==> config.mk <==
export PLATFORM = sky130hd
export DESIGN_NAME = aud_dsp
export DESIGN_NICKNAME = d
export VERILOG_FILES = /design/src/rtl/aud_dsp.sv
export SDC_FILE = /design/constraint.sdc
export NUM_CORES = 1
export LEC_CHECK = 0
export ABC_AREA = 0
export BUFFER_PORTS_ARGS = -buffer_cell sky130_fd_sc_hd__buf_4
export CAP_MARGIN = 10
export CORE_MARGIN = 2
export CORE_UTILIZATION = 64
export CTS_BUF_LIST = sky130_fd_sc_hd__clkbuf_8
export DETAILED_ROUTE_END_ITERATION = 8
export HOLD_SLACK_MARGIN = 0.05
export PLACE_DENSITY_LB_ADDON = 0.25
export SYNTH_ARGS = -nofsm -noshare
export SYNTH_HDL_FRONTEND = slang
export SYNTH_SLANG_ARGS = --single-unit
==> constraint.sdc <==
create_clock -name i_clk -period 8.7 [get_ports i_clk]
set_input_delay 1.74 -clock i_clk [delete_from_list [all_inputs] [get_ports i_clk]]
set_output_delay 1.74 -clock i_clk [all_outputs]
set_load 0.01 [all_outputs]
==> src/rtl/aud_dsp.sv <==
// Playback DSP between recording SRAM and the I2S serializer: fetches samples once per
// LRC period and applies fast (decimate) or slow (hold / linear interpolate) speed control.
module aud_dsp #(
    parameter int unsigned ADDR_W = 20,
    parameter int unsigned DATA_W = 16
) (
    input  logic              i_clk,
    input  logic              i_rst,
    input  logic              i_start,
    input  logic              i_pause,
    input  logic              i_stop,
    input  logic              i_fast,
    input  logic [2:0]        i_speed,
    input  logic              i_interp,
    input  logic              i_daclrck,
    input  logic [ADDR_W-1:0] i_end_addr,
    input  logic [DATA_W-1:0] i_sram_data,
    output logic [ADDR_W-1:0] o_sram_addr,
    output logic [DATA_W-1:0] o_dac_data,
    output logic              o_player_en,
    output logic              o_done
);

    localparam int unsigned NUM_W = DATA_W + 4;
    localparam int unsigned CNT_W = $clog2(DATA_W);

    typedef enum logic [3:0] {
        StIdle, StPlayWait, StFetch0, StCap0, StFetch1, StCap1, StCalc, StOut, StPaused
    } state_e;

    state_e            state_q;
    logic [ADDR_W-1:0] a_q;
    logic [2:0]        c_q;
    logic [3:0]        k_q;
    logic              fast_q;
    logic              interp_q;
    logic              lrc_prev_q;
    logic [DATA_W-1:0] s0_q;
    logic [DATA_W-1:0] dq_q;
    logic [3:0]        rem_q;
    logic              neg_q;
    logic [CNT_W-1:0]  cnt_q;

    logic              tick;
    logic              is_play;
    logic [3:0]        k_in;
    logic [ADDR_W:0]   a_ext;
    logic [ADDR_W:0]   end_ext;
    logic              at_last;
    logic              bypass;
    logic signed [NUM_W-1:0] s0_x, s1_x, kmc_x, c_x, num;
    logic [NUM_W-1:0]  mag;
    logic [4:0]        trial;
    logic              ge;
    logic [3:0]        rem_sub;
    logic [3:0]        rem_nxt;
    logic [DATA_W-1:0] res;
    logic [ADDR_W:0]   a_nxt;
    logic [2:0]        c_nxt;
    logic              finished;

    assign tick    = i_daclrck & ~lrc_prev_q;
    assign is_play = state_q inside {StPlayWait, StFetch0, StCap0, StFetch1, StCap1, StCalc, StOut};
    assign k_in    = {1'b0, i_speed} + 4'd1;
    assign a_ext   = {1'b0, a_q};
    assign end_ext = {1'b0, i_end_addr};
    // a+1 beyond the end: s1 would be past the recording, so the result is just s0
    assign at_last = a_ext >= end_ext;
    assign bypass  = fast_q || !interp_q || (c_q == 3'd0) || at_last;

    always_comb begin
        s0_x  = {{4{s0_q[DATA_W-1]}}, s0_q};
        s1_x  = {{4{i_sram_data[DATA_W-1]}}, i_sram_data};
        kmc_x = {{(NUM_W-4){1'b0}}, k_q - {1'b0, c_q}};
        c_x   = {{(NUM_W-3){1'b0}}, c_q};
        num   = s0_x * kmc_x + s1_x * c_x;
        mag   = num[NUM_W-1] ? NUM_W'(-num) : NUM_W'(num);
    end

    // Restoring divide on the magnitude; |num| < k * 2^DATA_W so the top nibble
    // is already a valid partial remainder and DATA_W iterations suffice.
    always_comb begin
        trial   = {rem_q, dq_q[DATA_W-1]};
        ge      = trial >= {1'b0, k_q};
        rem_sub = trial[3:0] - k_q;
        rem_nxt = ge ? rem_sub : trial[3:0];
        res     = neg_q ? -dq_q : dq_q;
    end

    always_comb begin
        a_nxt = a_ext;
        c_nxt = c_q;
        if (fast_q) begin
            a_nxt = a_ext + (ADDR_W+1)'(k_q);
        end else if ({1'b0, c_q} == k_q - 4'd1) begin
            c_nxt = 3'd0;
            a_nxt = a_ext + (ADDR_W+1)'(1);
        end else begin
            c_nxt = c_q + 3'd1;
        end
        finished = a_nxt > end_ext;
    end

    always_ff @(posedge i_clk or posedge i_rst) begin
        if (i_rst) begin
            state_q     <= StIdle;
            a_q         <= '0;
            c_q         <= '0;
            k_q         <= 4'd1;
            fast_q      <= 1'b0;
            interp_q    <= 1'b0;
            lrc_prev_q  <= 1'b0;
            s0_q        <= '0;
            dq_q        <= '0;
            rem_q       <= '0;
            neg_q       <= 1'b0;
            cnt_q       <= '0;
            o_sram_addr <= '0;
            o_dac_data  <= '0;
            o_player_en <= 1'b0;
            o_done      <= 1'b0;
        end else begin
            lrc_prev_q <= i_daclrck;
            o_done     <= 1'b0;
            if (i_stop) begin
                state_q     <= StIdle;
                a_q         <= '0;
                c_q         <= '0;
                o_dac_data  <= '0;
                o_player_en <= 1'b0;
            end else if (i_pause && is_play) begin
                state_q     <= StPaused;
                o_dac_data  <= '0;
                o_player_en <= 1'b0;
            end else begin
                case (state_q)
                    StIdle, StPaused: begin
                        if (i_start && !i_pause) begin
                            state_q     <= StPlayWait;
                            o_player_en <= 1'b1;
                        end
                    end
                    StPlayWait: begin
                        if (tick) begin
                            fast_q      <= i_fast;
                            interp_q    <= i_interp;
                            k_q         <= k_in;
                            if ({1'b0, c_q} >= k_in) c_q <= 3'd0;
                            o_sram_addr <= a_q;
                            state_q     <= StFetch0;
                        end
                    end
                    StFetch0: state_q <= StCap0;
                    StCap0: begin
                        if (bypass) begin
                            dq_q    <= i_sram_data;
                            neg_q   <= 1'b0;
                            state_q <= StOut;
                        end else begin
                            s0_q        <= i_sram_data;
                            o_sram_addr <= a_q + ADDR_W'(1);
                            state_q     <= StFetch1;
                        end
                    end
                    StFetch1: state_q <= StCap1;
                    StCap1: begin
                        rem_q   <= mag[NUM_W-1:DATA_W];
                        dq_q    <= mag[DATA_W-1:0];
                        neg_q   <= num[NUM_W-1];
                        cnt_q   <= '0;
                        state_q <= StCalc;
                    end
                    StCalc: begin
                        rem_q <= rem_nxt;
                        dq_q  <= {dq_q[DATA_W-2:0], ge};
                        cnt_q <= cnt_q + CNT_W'(1);
                        if (cnt_q == CNT_W'(DATA_W - 1)) state_q <= StOut;
                    end
                    StOut: begin
                        o_dac_data <= res;
                        if (finished) begin
                            state_q     <= StIdle;
                            a_q         <= '0;
                            c_q         <= '0;
                            o_player_en <= 1'b0;
                            o_done      <= 1'b1;
                        end else begin
                            a_q     <= a_nxt[ADDR_W-1:0];
                            c_q     <= c_nxt;
                            state_q <= StPlayWait;
                        end
                    end
                    default: state_q <= StIdle;
                endcase
            end
        end
    end

endmodule
Word level (Yosys, flattened, before mapping)
Cells that the tools add are included.
{ "totals": {"ff_bits": 113, "input_bits": 47, "out_inout_bits": 38, "elab_cells": 135} }
{ "classes": {"n_addsub": 12, "n_mul": 2, "order_cmp": 4, "n_eq_ne": 21, "n_mux": 46, "n_bitwise": 5, "n_reduce_logical": 29} }
{ "ops": {"columns": ["op", "count"], "rows": [
  ["20-bit two-way mux", 7],
  ["16-bit two-way mux", 5],
  ["16-bit one-hot mux with 3 select lines", 1],
  ["21-bit two-way mux", 2],
  ["20-bit one-hot mux with 2 select lines", 1],
  ["4-bit one-hot mux with 8 select lines", 1],
  ["4-bit two-way mux", 6],
  ["20-bit by 1-bit adder with 21-bit output, second input constant", 1],
  ["20-bit by 4-bit adder with 21-bit output", 1],
  ["21-bit by 20-bit greater-than comparator with 1-bit output", 1],
  ["3-bit two-way mux", 7],
  ["20-bit by 1-bit adder with 20-bit output, second input constant", 1],
  ["20-bit adder", 1],
  ["20-bit greater-or-equal comparator", 1],
  ["16-bit by 4-bit multiplier with 20-bit output", 1],
  ["16-bit by 5-bit multiplier with 20-bit output", 1],
  ["20-bit negator", 1],
  ["4-bit by 3-bit == test with 1-bit output, second input constant", 4],
  ["16-bit negator", 1],
  ["4-bit one-hot mux with 2 select lines", 2],
  ["4-bit AND reduction", 4],
  ["1-bit two-way mux", 10],
  ["5-bit AND reduction", 2],
  ["3-bit AND reduction", 3],
  ["other kinds (34)", 54]
]} }

Longest topological paths before layout
Gate-level depths: netlist of run 1.
{ "logic_depth": {"word_depth": 9, "depth_mapped": 26, "ltp_nobuf": 24} }

Worst setup path after synthesis of run 1
No wires, ideal clock.
{ "synth_timing": {"path_type": "in2reg", "start": "in i_sram_data[2]", "end": "reg rem_q[2]", "t_arrival_ns": 6.343, "slack_ns": 2.235, "cell_stages": 16, "n_path_buf": 0, "path_cell_list": "and2_1 -> ha_1 -> inv_1 -> fa_1 -> inv_1 -> fa_1 -> fa_1 -> fa_1 -> a211oi_4 -> o211ai_2 -> a31o_1 -> a211o_1 -> a2111o_1 -> nor4_1 -> mux2i_1 -> nand2_1"} }
{ "synth_between": {"elab_chain_cells": 5} }
{ "synth_rtl": {"columns": ["element", "line_no", "source"], "rows": [
  ["from (decl)", "17", "input logic [DATA_W-1:0] i_sram_data,"],
  ["16-bit by 4-bit multiplier with 20-bit output *", "76", "num = s0_x * kmc_x + s1_x * c_x;"],
  ["20-bit adder *", "76", null],
  ["20-bit negator", "77", "mag = num[NUM_W-1] ? NUM_W'(-num) : NUM_W'(num);"],
  ["20-bit two-way mux *", "77", null],
  ["4-bit one-hot mux with 2 select lines *", "136", "case (state_q)"],
  ["to (signal assigned)", "167", "rem_q <= mag[NUM_W-1:DATA_W];"],
  ["to (signal assigned)", "174", "rem_q <= rem_nxt;"],
  ["to (decl)", "40", "logic [3:0] rem_q;"]
]} }
Every way passes the cells marked *; elsewhere a longest branch is shown, timed or not.
A chain may end at the register's enable or synchronous reset.

Final worst setup path of run 1
{ "layout_timing": {"start": "reg c_q[1]", "end": "reg dq_q[12]"} }
{ "layout_between": {"elab_chain_cells": 6, "word_cells_on_any_way": 12, "classes_between": "3 x add/sub; 2 x mul; 1 x eq/ne; 2 x mux; 4 x reduce/logical"} }
{ "layout_rtl": {"columns": ["element", "line_no", "source"], "rows": [
  ["from (decl)", "33", "logic [2:0] c_q;"],
  ["from (signal assigned)", "189", "c_q <= c_nxt;"],
  ["4-bit by 3-bit subtractor with 4-bit output", "74", "kmc_x = {{(NUM_W-4){1'b0}}, k_q - {1'b0, c_q}};"],
  ["16-bit by 5-bit multiplier with 20-bit output", "76", null],
  ["20-bit adder", "76", null],
  ["20-bit negator", "77", null],
  ["20-bit two-way mux", "77", null],
  ["16-bit one-hot mux with 3 select lines", "136", null],
  ["to (signal assigned)", "156", "dq_q <= i_sram_data;"],
  ["to (signal assigned)", "168", "dq_q <= mag[DATA_W-1:0];"],
  ["to (signal assigned)", "175", "dq_q <= {dq_q[DATA_W-2:0], ge};"],
  ["to (decl)", "39", "logic [DATA_W-1:0] dq_q;"]
]} }
Several ways; a longest one is shown, not always the timed one.

==> run summary, run 1 <==
kind of critical path -> flop to flop
Placement Rows -> 50
Max Transition Viols Final -> 0
crit path launch type -> flop
Seq cells post-synth -> 113
cell count after synthesis -> 1,371
core area -> 18,600 µm²
Final #Nets -> 1,678
die height -> 141 µm
Async S/R FF share, synth -> 100%
vias after detailed routing -> 10,100
Total GRT Usage -> 32.6%
first-pass GRT wire length -> 51,800 µm
commonest non-fill, non-tap cell in the layout -> inv_1
final hold slack -> 513 ps
Lkg Pwr -> 6.80 nW
Final min period -> 7440 ps
CP Capture Type -> flop
Max-cap violations -> 0
final wirelength -> 31,000 µm
Fmax -> 0.134 GHz
Post-CTS Hold Buffers -> 0
DRT antenna net count -> 0
final setup fails -> 0
Worst Path Arrival -> 7790 ps
drt drc -> 0
I/O pins -> 85
total gr overflow -> 0
n_diodes -> 0
status -> finished clean
CP Data Required Time -> 9050 ps
largest net degree at the start of global routing -> 59
Max Buffers Root-to-Sink -> 2
share of cells above drive strength 1 -> 11.5%
top_reg_cell synth -> dfrtp_1
Net Count, Synth -> 1,623
Fillers -> 1,487
synth unique cells -> 79
register area -> 2830 µm²
Final GP Congestion -> 0.905
Wirelength per Cell -> 18.5 µm
DR iter-0 viols -> 681
final setup margin -> 1260 ps
syn_area_per_cell -> 8.81 µm²
IO Port Bufs -> 84
Hold Crit Class -> flop to flop
CTS root buf -> clkbuf_8
width of the die -> 141 µm
vias in the first global route -> 10,600
Setup WS pre-CTS -> 1390 ps
RSZ-0062 raised after global routing -> no
Initial Util -> 65.0%
Worst Tran Pin Value -> 1000 ps
slew margin rel. -> 32.8%
most frequent cells in the layout -> 153 x inv_1, 122 x ha_1, 118 x nand2_1
TNS Setup -> 0 ps
final core utilization -> 71.4%
PwrDens -> 136 nW/µm²
worst skew pair latency -> 470 ps
EDFF count, synth -> 0
final period utilization -> 85.5%
warnings from Yosys -> 0
final hold viol count -> 0
initial antenna violation count -> 0
Peak VDD IR -> 0.143 mV
post-DP HPWL -> 23,700 µm
drt first pass iters -> 5
Post-Syn Area -> 12,100 µm²
sequential share of the synthesized area -> 23.4%
Max Clock Skew -> 20.3 ps
Via-to-Cell Ratio -> 6.06
crit-path max FO -> 20
PostCTS Resize Cnt -> 0
Clk pin slew, worst setup/hold paths -> 90 ps
total die area -> 20,000 µm²
Multi-input gate area -> 8450 µm²
Clock Sink Count -> 113
CTS tree -> done
total CTS buffers -> 17
H-Tree Depth -> 4
Layout area overhead -> 9.91%
Post CTS Setup Buffer Count -> 0
## stage by stage
stage / cell area, µm² / cells / power [mW]
6_report: 13300 / 1673 / 1.80
5_1_grt: 13300 / 1673 / 1.90
4_1_cts: 13300 / 1673 / 1.80
3_5_place_dp: 12900 / 1641 / 1.28
3_3_place_gp: 12900 / 1641 / 1.26
2_1_floorplan: 12100 / 1371 / 1.05
## flip-flops by register name, indices dropped and copies added (netlist names), 3 cells and up
signal and cells:
a_q 20, c_q 3, cnt_q 4, dq_q 16, k_q 4, o_dac_data 16, o_sram_addr 20, rem_q 4
s0_q 16, state_q 4
## report_power, final
| part | switching, mW | leakage, nW | internal, mW | total [mW] |
|---|---|---|---|---|
| Clock | 0.285 | 0.196 | 0.239 | 0.524 |
| Combinational | 0.319 | 5.11 | 0.254 | 0.573 |
| Sequential | 0.0970 | 1.49 | 0.607 | 0.704 |
| Total | 0.702 | 6.80 | 1.10 | 1.80 |
## layer usage
layer	part of all wire (%)	track usage [%]
met1	41	39.9
met2	49	56.0
met3	4.8	4.96
met4	5.0	16.8
met5	0	0
## Yosys cell counts (17+ instances only)
cell,number,area (µm²)
xor2_1,38,333
xnor2_1,64,561
a21oi_1,66,330
inv_1,154,578
o21ai_0,34,170
and2_1,64,400
dfrtp_1,112,2800
o31ai_1,17,128
a21o_1,28,210
ha_1,122,1530
nor2b_1,27,169
nor3_1,23,115
nor2_1,101,379
a211oi_1,22,165
clkbuf_1,46,173
fa_1,83,1660
nand2_1,118,443
nand3_1,37,185
nand2b_1,20,125
## critical path, cell delays in order, from the launching register on
cell and delay (ps):
dfrtp_1 780, inv_1 260, fa_1 1080, nand2_1 160, fa_1 520, inv_1 60
fa_1 460, fa_1 500, inv_1 60, fa_1 550, inv_1 60, ha_1 400
o211ai_1 150, o211ai_1 310, a21oi_1 180, a311oi_2 350, xor2_1 700, o21ai_0 250
xnor2_1 180, a221o_1 300
## worst paths after layout
path	from	to	slack, ps	depth (start not counted)
hold / removal	cnt_q[1]	cnt_q[1]	510	2
setup / recovery	c_q[1]	dq_q[12]	1260	19
max in group asynchronous	i_rst	o_sram_addr[1]	6030	3
setup reg to reg	c_q[1]	dq_q[12]	1260	19
min in group asynchronous	i_rst	o_player_en	1390	2
hold reg to reg	cnt_q[1]	cnt_q[1]	510	2
## layout make-up
class	count	area share, %
well taps	234	2.21
clock buffers	17	1.76
clock inverters	15	1.23
repair buffers	96	5.43
multi-input cells	1043	63.7
flip-flops and latches	113	21.3
inverters	155	4.40
## logic make-up (layout without fill, tap and decap cells)
family / count (synthesis) / in the layout / synth area share, %
muxes: 24 / 24 / 2.18
adders and majority gates: 205 / 205 / 26.4
DFF: 113 / 113 / 23.4
xor gates and xnor gates: 103 / 103 / 7.59
AOI/OAI and AO/OA: 268 / 268 / 15.5
buffers and inverters: 215 / 283 / 6.82
and+or+nand+nor: 443 / 443 / 18.1
Power figures use the tool's default switching activity.
==> run 2, diff against run 1 <==
--- a/config.mk
+++ b/config.mk
@@ -8,8 +8,10 @@
 export ABC_AREA = 0
 export BUFFER_PORTS_ARGS = -buffer_cell sky130_fd_sc_hd__buf_4
 export CAP_MARGIN = 10
+export CELL_PAD_IN_SITES_DETAIL_PLACEMENT = 1
+export CELL_PAD_IN_SITES_GLOBAL_PLACEMENT = 2
 export CORE_MARGIN = 2
-export CORE_UTILIZATION = 64
+export CORE_UTILIZATION = 40
 export CTS_BUF_LIST = sky130_fd_sc_hd__clkbuf_8
 export DETAILED_ROUTE_END_ITERATION = 8
 export HOLD_SLACK_MARGIN = 0.05
==> run summary, run 2 (synthesis gave the netlist of run 1 again) <==
Max Clock Skew -> 14.7 ps (-5.60 ps)
P_sw -> 677 µW (-3.4%)
Max Buffers Root-to-Sink -> 2 (unchanged)
Multi-input gate area -> 8460 µm² (+0.10%)
H-Tree Depth -> 4 (unchanged)
Worst Tran Pin Value -> 1110 ps (+106 ps)
Max-cap violations -> 0 (unchanged)
sw frac -> 37.2% (-1.7 points)
post-DP HPWL -> 27,600 µm (+17%)
Layout area overhead -> 11.7%
CP Data Required Time -> 9070 ps (+20 ps)
Worst Path Arrival -> 8010 ps (+220 ps)
TNS Setup -> 0 ps (unchanged)
slew margin rel. -> 25.7% (-7.2 points)
vias in the first global route -> 10,600 (+0.65%)
CTS tree -> done
first-pass GRT wire length -> 58,000 µm (+12%)
Initial Util -> 40.6% (-24 points)
PwrDens -> 135 nW/µm² (-0.61%)
I/O pins -> 85 (unchanged)
total CTS buffers -> 17 (unchanged)
Via-to-Cell Ratio -> 5.49 (-9.4%)
Clock Sink Count -> 113 (unchanged)
RSZ-0062 raised after global routing -> no
share of cells above drive strength 1 -> 11.5% (-0.077 points)
commonest non-fill, non-tap cell in the layout -> inv_1
final hold viol count -> 0 (unchanged)
register area -> 2830 µm² (unchanged)
Final min period -> 7640 ps (+201 ps)
CP top delay family -> adder cells
Hold Crit Class -> flop to flop
Max Transition Viols Final -> 0 (unchanged)
final setup fails -> 0 (unchanged)
final wirelength -> 35,700 µm (+15%)
status -> finished clean
crit path launch type -> flop
vias after detailed routing -> 10,000 (-0.85%)
final core utilization -> 45.4% (-26 points)
Fillers -> 3,467 (+130%)
DR iter-0 viols -> 502 (-26%)
power share of the clock group -> 29.6% (+0.5 points)
PostCTS Resize Cnt -> 0 (unchanged)
power share of the combinational group -> 31.5% (-0.3 points)
critical-path cell list -> inv_1 -> fa_1 -> nand2_1 -> fa_1 -> inv_1 -> fa_1 -> fa_1 -> inv_1 -> fa_1 -> inv_1 -> ha_1 -> o211ai_1 -> o211ai_1 -> a21oi_1 -> a311oi_2 -> xor2_1 -> o21ai_0 -> xnor2_1 -> a221o_1
most frequent cells in the layout -> 155 x inv_1, 122 x ha_1, 118 x nand2_1
Power, Total -> 1.82 mW (+1.0%)
Post CTS Setup Buffer Count -> 0 (unchanged)
CP bufs+invs -> 4 (unchanged)
final period utilization -> 87.8% (+2.3 points)
n_diodes -> 0 (unchanged)
CP Capture Type -> flop
core area -> 29,700 µm² (+60%)
Final #Nets -> 1,679 (+0.060%)
width of the die -> 178 µm (+26%)
final hold slack -> 513 ps (-0.868 ps)
Placement Rows -> 63 (+26%)
total die area -> 31,600 µm² (+58%)
Peak VDD IR -> 0.151 mV (+5.6%)
Lkg Pwr -> 6.82 nW (+0.23%)
slowest CP cell -> fa_1
share of power burned in registers -> 38.9% (-0.2 points)
total gr overflow -> 0 (unchanged)
largest net degree at the start of global routing -> 66 (+12%)
dpl cells -> 1,798 (+9.6%)
kind of critical path -> flop to flop
Post-CTS Hold Buffers -> 0 (unchanged)
Fmax -> 0.131 GHz (-2.6%)
drt drc -> 0 (unchanged)
crit-path max FO -> 20 (unchanged)
initial antenna violation count -> 0 (unchanged)
CP most frequent cell -> fa_1
Wirelength per Cell -> 19.5 µm (+5.5%)
die height -> 178 µm (+26%)
Clk pin slew, worst setup/hold paths -> 80 ps (about the same)
Total GRT Usage -> 23.8% (-8.8 points)
leading registers by flop count -> a_q: 20 flops, o_sram_addr: 20 flops
Final GP Congestion -> 0.834 (-7.9%)
delay of the slowest critical-path stage -> 1070 ps (about the same)
DRT antenna net count -> 0 (unchanged)
drt first pass iters -> 6 (+1)
internal power -> 1.14 mW (+3.9%)
worst skew pair latency -> 480 ps (about the same)
Layout Cells excl Fill -> 1,830 (+9.4%)
IO Port Bufs -> 84 (unchanged)
CTS root buf -> clkbuf_8
[run 2: metrics by stage]
stage / instance area (µm²) / setup slack, ps
6_report: 13500 / 1060
3_3_place_gp: 13100 / 1190
2_1_floorplan: 12100 / 2240
3_5_place_dp: 13100 / 1080
5_1_grt: 13500 / 617
4_1_cts: 13500 / 1030
[run 2: cell type report]
| class | count | area share [%] |
|---|---|---|
| clock inverters | 11 | 0.844 |
| multi-input cells | 1043 | 62.7 |
| clock buffers | 21 | 2.14 |
| well taps | 390 | 3.62 |
| inverters | 155 | 4.33 |
| repair buffers | 97 | 5.40 |
| flip-flops and latches | 113 | 21.0 |
[run 2: worst paths after layout]
path                                from              to  cells past startpoint  slack, ps
worst max-delay path              c_q[1]        dq_q[12]                     19       1060
worst min-delay path            interp_q        interp_q                      1        510
worst max register to register    c_q[1]        dq_q[12]                     19       1060
worst min register to register  interp_q        interp_q                      1        510
max in group asynchronous          i_rst  o_dac_data[15]                      3       5960
min in group asynchronous          i_rst  o_sram_addr[3]                      2       1350
[run 2: routing by layer]
metal | global-route usage, % | share of wire (%) | vias up
li1 | - | - | 4764
met1 | 29.4 | 43 | 5042
met2 | 41.8 | 51 | 179
met3 | 2.96 | 2.7 | 62
met4 | 9.60 | 3.6 | 0
met5 | 0 | 0 | -
[run 2: power by group through the flow]
stage / Sequential, mW / Clock, mW / Combinational, mW
final: 0.708 / 0.539 / 0.573
after global routing: 0.724 / 0.577 / 0.641
after floorplan: 0.701 / 0 / 0.350
after detailed placement: 0.719 / 0 / 0.581
after CTS: 0.710 / 0.555 / 0.582
after global placement: 0.718 / 0 / 0.562
==> run 3, diff against run 2 <==
==> constraint.sdc (replaced) <==
create_clock -name i_clk -period 8.7 [get_ports i_clk]
set_input_delay 0.87 -clock i_clk [delete_from_list [all_inputs] [get_ports i_clk]]
set_output_delay 0.87 -clock i_clk [all_outputs]
set_load 0.01 [all_outputs]
==> run summary, run 3 (synthesis gave the netlist of run 1 again) <==
status -> finished clean
DRT antenna net count -> 0 (unchanged)
RSZ-0062 raised after global routing -> no
drt first pass iters -> 4 (-2)
initial antenna violation count -> 0 (unchanged)
final period utilization -> 86.1% (-1.7 points)
I/O pins -> 85 (unchanged)
Fillers -> 3,489 (+0.63%)
total gr overflow -> 0 (unchanged)
CTS tree -> done
final wirelength -> 36,300 µm (+1.5%)
die height -> 178 µm (unchanged)
register area -> 2830 µm² (unchanged)
worst skew pair latency -> 490 ps (about the same)
Final min period -> 7490 ps (-146 ps)
Final #Nets -> 1,678 (-0.060%)
Total GRT Usage -> 24.3% (+0.48 points)
final setup fails -> 0 (unchanged)
kind of critical path -> flop to flop
commonest non-fill, non-tap cell in the layout -> inv_1
power share of the clock group -> 31.4% (+1.8 points)
Setup WS pre-CTS -> 1110 ps (+32.8 ps)
Worst Tran Pin Value -> 1170 ps (+58.9 ps)
most frequent cells in the layout -> 154 x inv_1, 122 x ha_1, 118 x nand2_1
Clock Sink Count -> 113 (unchanged)
Peak VDD IR -> 0.113 mV (-25%)
Lkg Pwr -> 6.81 nW (about the same)
Fmax -> 0.133 GHz (+1.9%)
core area -> 29,700 µm² (unchanged)
Via-to-Cell Ratio -> 5.52 (+0.46%)
Power, Total -> 1.87 mW (+2.9%)
Hold Crit Class -> input port to async pin
post-DP HPWL -> 28,000 µm (+1.1%)
Max Clock Skew -> 23.0 ps (+8.23 ps)
Clk pin slew, worst setup/hold paths -> 80 ps (about the same)
first-pass GRT wire length -> 59,100 µm (+1.9%)
CP Capture Type -> flop
width of the die -> 178 µm (unchanged)
vias after detailed routing -> 10,100 (+0.30%)
TNS Setup -> 0 ps (unchanged)
CP Data Required Time -> 9070 ps (about the same)
n_diodes -> 0 (unchanged)
drt drc -> 0 (unchanged)
Worst Path Arrival -> 7860 ps (-150 ps)
final core utilization -> 45.5% (+0.050 points)
total CTS buffers -> 17 (unchanged)
IO Port Bufs -> 84 (unchanged)
H-Tree Depth -> 4 (unchanged)
PwrDens -> 139 nW/µm² (+2.8%)
final setup margin -> 1210 ps (+146 ps)
P_sw -> 691 µW (+2.0%)
Max Buffers Root-to-Sink -> 2 (unchanged)
power share of the combinational group -> 30.8% (-0.7 points)
Post-CTS Hold Buffers -> 0 (unchanged)
final hold viol count -> 0 (unchanged)
Final GP Congestion -> 0.839 (+0.61%)
Max Transition Viols Final -> 0 (unchanged)
leading registers by flop count -> a_q: 20 flops, o_sram_addr: 20 flops
internal power -> 1.18 mW (+3.4%)
sw frac -> 36.9% (-0.32 points)
final hold slack -> 453 ps (-59.1 ps)
total die area -> 31,600 µm² (unchanged)
Post CTS Setup Buffer Count -> 0 (unchanged)
Placement Rows -> 63 (unchanged)
Wirelength per Cell -> 19.8 µm (+1.6%)
largest net degree at the start of global routing -> 76 (+15%)
crit path launch type -> flop
DR iter-0 viols -> 405 (-19%)
Initial Util -> 40.6% (unchanged)
crit-path max FO -> 20 (unchanged)
share of cells above drive strength 1 -> 11.3% (-0.12 points)
Layout area overhead -> 11.8%
share of power burned in registers -> 37.9% (-1.0 points)
slew margin rel. -> 21.7% (-4.0 points)
Multi-input gate area -> 8460 µm² (unchanged)
Max-cap violations -> 0 (unchanged)
PostCTS Resize Cnt -> 0 (unchanged)
vias in the first global route -> 10,900 (+2.7%)
CTS root buf -> clkbuf_8
[run 3: cell count changes in the layout (fill, tap and decap cells not counted), sizes merged]
cell      previous run  this run
bufinv               2         4
clkbuf              21        19
clkinv               4         2
buf                 97        96
clkinvlp             3         4
inv                157       156
[run 3: final cells by class]
type                    count  area share (%)
multi-input cells        1043            62.6
clock inverters            11            1.21
clock buffers              19            1.94
repair buffers             96            5.34
flip-flops and latches    113            20.9
well taps                 390            3.61
inverters                 155            4.33
[run 3: metal layers]
metal	vias up	part of all wire (%)	routed length [µm]	global-route usage, %
met5	-	0	0	0
li1	4757	-	-	-
met1	5137	43	15700	29.8
met4	0	2.5	890	7.75
met2	135	52	18900	44.1
met3	48	2.1	761	2.78
[run 3: stage by stage]
step                      cell area (µm²)  std cells
after detailed placement            13100       1797
after global routing                13500       1827
after floorplan                     12100       1371
final                               13500       1827
after CTS                           13500       1827
after global placement              13100       1797
[run 3: worst max-delay path, cell delays in order, from the launching register on]
cell	delay, ps
dfrtp_1	790
inv_1	280
fa_1	1080
nand2_1	170
fa_1	530
inv_1	60
fa_1	480
fa_1	500
inv_1	60
fa_1	530
inv_1	40
ha_1	400
o211ai_1	150
o211ai_1	350
a21oi_1	170
a311oi_2	360
xor2_1	670
o21ai_0	260
xnor2_1	180
a221o_1	310
[run 3: worst paths after layout]
kind / startpoint / end / slack [ps] / cells after the start
worst max-delay path: c_q[1] / dq_q[12] / 1210 / 19
worst min-delay path: i_rst / o_sram_addr[5] / 450 / 2
worst max register to register: c_q[1] / dq_q[12] / 1210 / 19
worst min register to register: interp_q / interp_q / 530 / 1
max in group asynchronous: i_rst / state_q[2] / 6800 / 3
min in group i_clk: i_daclrck / lrc_prev_q / 520 / 1
[run 3: power groups by stage]
stage / Sequential, mW / Combinational [mW] / Clock (mW)
global route: 0.724 / 0.645 / 0.621
detailed placement: 0.720 / 0.582 / 0
floorplan: 0.701 / 0.350 / 0
CTS: 0.710 / 0.585 / 0.603
finish: 0.709 / 0.576 / 0.588
global placement: 0.718 / 0.563 / 0
